===== config.mk =====
export PLATFORM = sky130hd
export DESIGN_NAME = mouse_init
export DESIGN_NICKNAME = d
export VERILOG_FILES = /design/src/rtl/ps2_pkg.sv /design/src/rtl/ps2_timeout_timer.sv /design/src/rtl/mouse_init.sv
export SDC_FILE = /design/constraint.sdc
export NUM_CORES = 1
export LEC_CHECK = 0
export CORE_MARGIN = 2
export CORE_UTILIZATION = 56
export CTS_CLUSTER_DIAMETER = 200
export DETAILED_ROUTE_END_ITERATION = 8
export HOLD_SLACK_MARGIN = 0.1
export PLACE_DENSITY = 0.9
export SYNTH_ARGS = -nofsm -noshare
export SYNTH_HDL_FRONTEND = slang
export SYNTH_SLANG_ARGS = --single-unit

===== constraint.sdc =====
create_clock -name CLOCK_50 -period 4.1 [get_ports CLOCK_50]
set_clock_uncertainty 0.1 [all_clocks]
set_input_delay 0.82 -clock CLOCK_50 [delete_from_list [all_inputs] [get_ports CLOCK_50]]
set_output_delay 0.82 -clock CLOCK_50 [all_outputs]
set_load 0.02 [all_outputs]

===== src/rtl/ps2_pkg.sv =====
// Shared PS/2 host definitions: command/response bytes and the mouse_init sequencer states.
package ps2_pkg;

  localparam logic [7:0] CMD_RESET    = 8'hFF;
  localparam logic [7:0] CMD_SET_RATE = 8'hF3;
  localparam logic [7:0] CMD_ENABLE   = 8'hF4;

  localparam logic [7:0] RSP_ACK      = 8'hFA;
  localparam logic [7:0] RSP_RESEND   = 8'hFE;
  localparam logic [7:0] RSP_ERROR    = 8'hFC;
  localparam logic [7:0] RSP_BAT_OK   = 8'hAA;
  localparam logic [7:0] RSP_ID       = 8'h00;

  typedef enum logic [3:0] {
    S_SEND_RESET,
    S_WAIT_RESET_ACK,
    S_WAIT_BAT,
    S_WAIT_ID,
    S_SEND_RATE_CMD,
    S_WAIT_RATE_CMD_ACK,
    S_SEND_RATE_VAL,
    S_WAIT_RATE_VAL_ACK,
    S_SEND_ENABLE,
    S_WAIT_ENABLE_ACK,
    S_DONE,
    S_FAIL
  } state_t;

  function automatic logic is_send(state_t s);
    return (s == S_SEND_RESET) || (s == S_SEND_RATE_CMD) ||
           (s == S_SEND_RATE_VAL) || (s == S_SEND_ENABLE);
  endfunction

  function automatic logic is_wait(state_t s);
    return (s == S_WAIT_RESET_ACK) || (s == S_WAIT_BAT) || (s == S_WAIT_ID) ||
           (s == S_WAIT_RATE_CMD_ACK) || (s == S_WAIT_RATE_VAL_ACK) ||
           (s == S_WAIT_ENABLE_ACK);
  endfunction

endpackage


===== src/rtl/ps2_timeout_timer.sv =====
// Per-state response timer: expired pulses on the TIMEOUT_CYCLES-th enabled cycle since clear.
// clear is seen during the first cycle of a state, so that cycle already counts as elapsed 0.
module ps2_timeout_timer #(
  parameter int TIMEOUT_CYCLES = 50_000_000
) (
  input  logic clk,
  input  logic reset,
  input  logic clear,
  input  logic enable,
  output logic expired
);
  localparam int W = $clog2(TIMEOUT_CYCLES);

  logic [W-1:0] cnt;
  logic [W-1:0] elapsed;

  assign elapsed = clear ? '0 : cnt;
  assign expired = enable && (elapsed == W'(TIMEOUT_CYCLES - 1));

  always_ff @(posedge clk) begin
    if (reset) begin
      cnt <= '0;
    end else if (enable) begin
      cnt <= elapsed + W'(1);
    end else begin
      cnt <= '0;
    end
  end

endmodule


===== src/rtl/mouse_init.sv =====
// PS/2 mouse bring-up sequencer: reset, self-test check, sample rate, enable reporting.
// Drives the shared PS2_Controller transmit path and validates every response byte.
module mouse_init
  import ps2_pkg::*;
#(
  parameter int         TIMEOUT_CYCLES = 50_000_000,
  parameter int         MAX_RETRIES    = 3,
  parameter logic [7:0] SAMPLE_RATE    = 8'd100
) (
  input  logic       CLOCK_50,
  input  logic       reset,
  input  logic [7:0] received_data,
  input  logic       received_data_en,
  input  logic       command_was_sent,
  input  logic       error_communication_timed_out,
  output logic [7:0] the_command,
  output logic       send_command,
  output logic       stream_en,
  output logic       init_fail,
  output logic [1:0] retry_count
);

  state_t     state;
  state_t     state_nxt;
  state_t     advance;
  state_t     resend;
  logic [7:0] expect_byte;
  logic       take;
  logic       restart;
  logic       tmr_clear;
  logic       tmr_enable;
  logic       tmr_expired;

  assign tmr_enable = is_send(state) || is_wait(state);

  ps2_timeout_timer #(
    .TIMEOUT_CYCLES(TIMEOUT_CYCLES)
  ) u_timer (
    .clk    (CLOCK_50),
    .reset  (reset),
    .clear  (tmr_clear),
    .enable (tmr_enable),
    .expired(tmr_expired)
  );

  function automatic logic [7:0] cmd_of(state_t s);
    case (s)
      S_SEND_RATE_CMD: return CMD_SET_RATE;
      S_SEND_RATE_VAL: return SAMPLE_RATE;
      S_SEND_ENABLE:   return CMD_ENABLE;
      default:         return CMD_RESET;
    endcase
  endfunction

  // Step table: where each state goes on success, what it expects, and where a resend returns.
  always_comb begin
    expect_byte = RSP_ACK;
    advance     = state;
    resend      = S_SEND_RESET;
    case (state)
      S_SEND_RESET:        advance = S_WAIT_RESET_ACK;
      S_WAIT_RESET_ACK:    advance = S_WAIT_BAT;
      S_WAIT_BAT:          begin expect_byte = RSP_BAT_OK; advance = S_WAIT_ID; end
      S_WAIT_ID:           begin expect_byte = RSP_ID; advance = S_SEND_RATE_CMD; end
      S_SEND_RATE_CMD:     advance = S_WAIT_RATE_CMD_ACK;
      S_WAIT_RATE_CMD_ACK: begin advance = S_SEND_RATE_VAL; resend = S_SEND_RATE_CMD; end
      S_SEND_RATE_VAL:     advance = S_WAIT_RATE_VAL_ACK;
      S_WAIT_RATE_VAL_ACK: begin advance = S_SEND_ENABLE; resend = S_SEND_RATE_VAL; end
      S_SEND_ENABLE:       advance = S_WAIT_ENABLE_ACK;
      S_WAIT_ENABLE_ACK:   begin advance = S_DONE; resend = S_SEND_ENABLE; end
      default:             ;
    endcase
  end

  always_comb begin
    state_nxt = state;
    take      = 1'b0;
    restart   = 1'b0;
    if (is_send(state)) begin
      if (error_communication_timed_out || (!command_was_sent && tmr_expired)) begin
        restart = 1'b1;
      end else if (command_was_sent) begin
        take      = 1'b1;
        state_nxt = advance;
      end
    end else if (is_wait(state)) begin
      if (received_data_en) begin
        if (received_data == expect_byte) begin
          take      = 1'b1;
          state_nxt = advance;
        end else if (received_data == RSP_RESEND) begin
          take      = 1'b1;
          state_nxt = resend;
        end else begin
          restart = 1'b1;
        end
      end else if (tmr_expired) begin
        restart = 1'b1;
      end
    end
    if (restart) begin
      take      = 1'b1;
      state_nxt = (int'(retry_count) < MAX_RETRIES) ? S_SEND_RESET : S_FAIL;
    end
  end

  always_ff @(posedge CLOCK_50) begin
    if (reset) begin
      state        <= S_SEND_RESET;
      the_command  <= 8'h00;
      send_command <= 1'b0;
      stream_en    <= 1'b0;
      init_fail    <= 1'b0;
      retry_count  <= 2'd0;
      tmr_clear    <= 1'b1;
    end else begin
      state        <= state_nxt;
      tmr_clear    <= take;
      send_command <= is_send(state_nxt);
      stream_en    <= (state_nxt == S_DONE);
      if (is_send(state_nxt)) begin
        the_command <= cmd_of(state_nxt);
      end
      if (restart && (state_nxt == S_SEND_RESET)) begin
        retry_count <= retry_count + 2'd1;
      end
      if (state_nxt == S_FAIL) begin
        init_fail <= 1'b1;
      end
    end
  end

endmodule


==> metrics.txt <==
status=finished clean; dpl hpwl=3810 um; CTS tree=done; fin. max-slew vios=0; root buf cell=clkbuf_8; first-pass GRT wire length=9180 um; GRT Util Overall=22.8%; initial antenna violation count=0; mean post-synth cell area=8.54 um2; final critical-path share of the clock period=82.1%; grt met1 use=29.6%; VDD IR-drop max=0.355 mV; IO buf count=25; setup_tns=0 ps; CTS resizes=0; I/O pins=26; largest stage delay on the critical path=530 ps; Core ar.=4090 um2; CTS clock-pin slew for the worst setup and hold paths=70 ps; Post-Syn Instances=284; slew of the pin with the lowest slew margin=658 ps; final WL=5330 um; min-delay src=the_command[4]; vias in the first global route=2048; share of layout cells above drive strength 1=10.2%; Worst setup EP type=flop; Setup crit start kind=input pin; Die Area=4870 um2; GR Overflow Total=0; via count=2133; row count=23; critical path fanouts, max=5; crit path time final=3370 ps; Slew HR=55.6%; clk_lat worst skew=290 ps; Synth warnings=0; antenna cells=0; Setup Fix Bufs, Post-CTS=0; CTS buffer count=5; Place WS=458 ps; Nets=319; area growth from synthesis to layout=14.1%; most frequent cells in the layout=nor2_1 (41), dfxtp_1 (41), clkdlybuf4s50_1 (25); GR peak layer=met2; Post-DRT Antenna Nets=0; CTS H-tree depth=2; Die Y-Extent=69.8 um; CP required=4190 ps; Routed WL per cell=15.1 um; # setup viols final=0; Top delay family on crit path=simple AND/OR/NAND/NOR gates; largest net degree at the start of global routing=20; Fin. Hold Viols=0; CP startpoint=received_data[1]; global-route track usage on met2=37.4%; vias per cell=6.03; Placer Congestion=0.931; Post-synth EDFFs=0; post-placement cell count=347; grt met3 use=4.51%; crit path kind=input pin to flop; Synth async-reset ratio=0%; sequential fraction of the synthesis area=33.8%; Final Non-Filler Cells=354; Yosys cell types=70; critical-path cell list=clkdlybuf4s50_1 -> or4_1 -> mux2_4 -> nor4_2 -> a211oi_1 -> or2_1 -> o311a_2 -> o21a_1; #FFs+latches synth=41; DRT iter0 DRCs=149; post-route setup slack=735 ps; Primary FF master, synth=dfxtp_1; setup repair after global routing missed its margin=false; worst hold-check path type=flop to flop; Lkg Pwr=0.000963 uW; Remaining DRCs=0; Initial Utilization=59.4%; FILL cells=317; chip width=69.8 um; pwr dens=472 nW/um2; critical path buffer and inverter count=1; Power Total=1310 uW; CTS Sinks=41; DRT Pass-1 Iters=5; Hold-fix buffers, CTS=0; Synth Cell Area=2430 um2; CP arrival=3460 ps; Max Cap Violations=0; syn_nets=299; Clock Tree Buf Depth=2; Worst path slowest cell=or4_1; reg2reg start=tmr_clear; Peak Freq=0.297 GHz
==> sequential cells by signal (all words and copies together), names as in the netlist <==
| register | flops |
|---|---|
| state | 4 |
| retry_count | 2 |
| u_timer.cnt | 26 |
| tmr_clear | 1 |
| send_command | 1 |
| init_fail | 1 |
| stream_en | 1 |
| the_command | 5 |
==> worst paths after layout <==
path	cells past startpoint	endpoint	slack (ps)
max reg2reg	9	the_command[3]	920
min reg2reg	2	the_command[4]	370
min	2	the_command[4]	370
max	8	the_command[6]	730
==> cell families (layout without fill, tap and decap cells) <==
family	after synthesis	count (layout)	share of synthesized area, %
multiplexers	5	5	2.42
flip-flops	41	41	33.8
AO/OA/AOI/OAI	50	50	16.6
XOR/XNOR	21	21	7.58
AND/OR/NAND/NOR	145	145	34.9
buffers and inverters	20	40	3.71
adder cells (fa/ha/maj)	2	2	1.03
==> area by class of cell <==
cell class | instances | area (um2) | share of cell area [%]
clock buffers | 6 | 82.6 | 2.98
clock inverters | 1 | 7.51 | 0.271
inverters | 8 | 30.0 | 1.08
multi-input cells | 223 | 1520 | 54.7
flip-flops and latches | 41 | 821 | 29.6
well taps | 50 | 62.6 | 2.26
repair buffers | 25 | 250 | 9.04
==> per-stage QoR <==
step / instance area (um2) / util [%] / hold slack, ps
floorplan: 2430 / - / 355
global placement: 2680 / 65.6 / 360
detailed placement: 2680 / 65.6 / 360
CTS: 2770 / 67.8 / 375
global route: 2770 / 67.8 / 408
finish: 2770 / 67.8 / 371
==> power by group <==
| group | total (uW) | switching [uW] | internal [uW] |
|---|---|---|---|
| Combinational | 523 | 283 | 240 |
| Clock | 273 | 139 | 133 |
| Sequential | 513 | 65.7 | 447 |
| Total | 1310 | 488 | 820 |
==> worst register-to-register path, cell delays in order, from the launching register on <==
cell	delay (ps)
dfxtp_1	500
nor2b_1	270
ha_1	210
inv_1	80
or3_4	420
or4_1	540
or4_4	480
o211ai_1	110
o311a_2	250
o32ai_2	80
==> per-layer routing <==
| metal | up-vias | part of all wire [%] |
|---|---|---|
| li1 | 1058 | - |
| met5 | - | 0 |
| met3 | 9 | 6.3 |
| met2 | 71 | 46 |
| met4 | 0 | 1.7 |
| met1 | 995 | 46 |
==> cells in the mapped netlist (all sizes together) (7+ instances only) <==
master / number / share of area [%]
nor3: 11 / 2.7
nor2b: 11 / 2.8
nor2: 41 / 6.3
xor2: 9 / 3.2
a21oi: 8 / 1.7
buf: 7 / 1.7
xnor2: 12 / 4.3
nand4: 7 / 1.8
dfxtp: 41 / 34
nand2b: 9 / 2.3
or3: 8 / 2.3
o21ai: 7 / 1.8
nand3: 12 / 2.5
nand2: 17 / 3.3
inv: 7 / 1.1
Power figures use the tool's default switching activity.
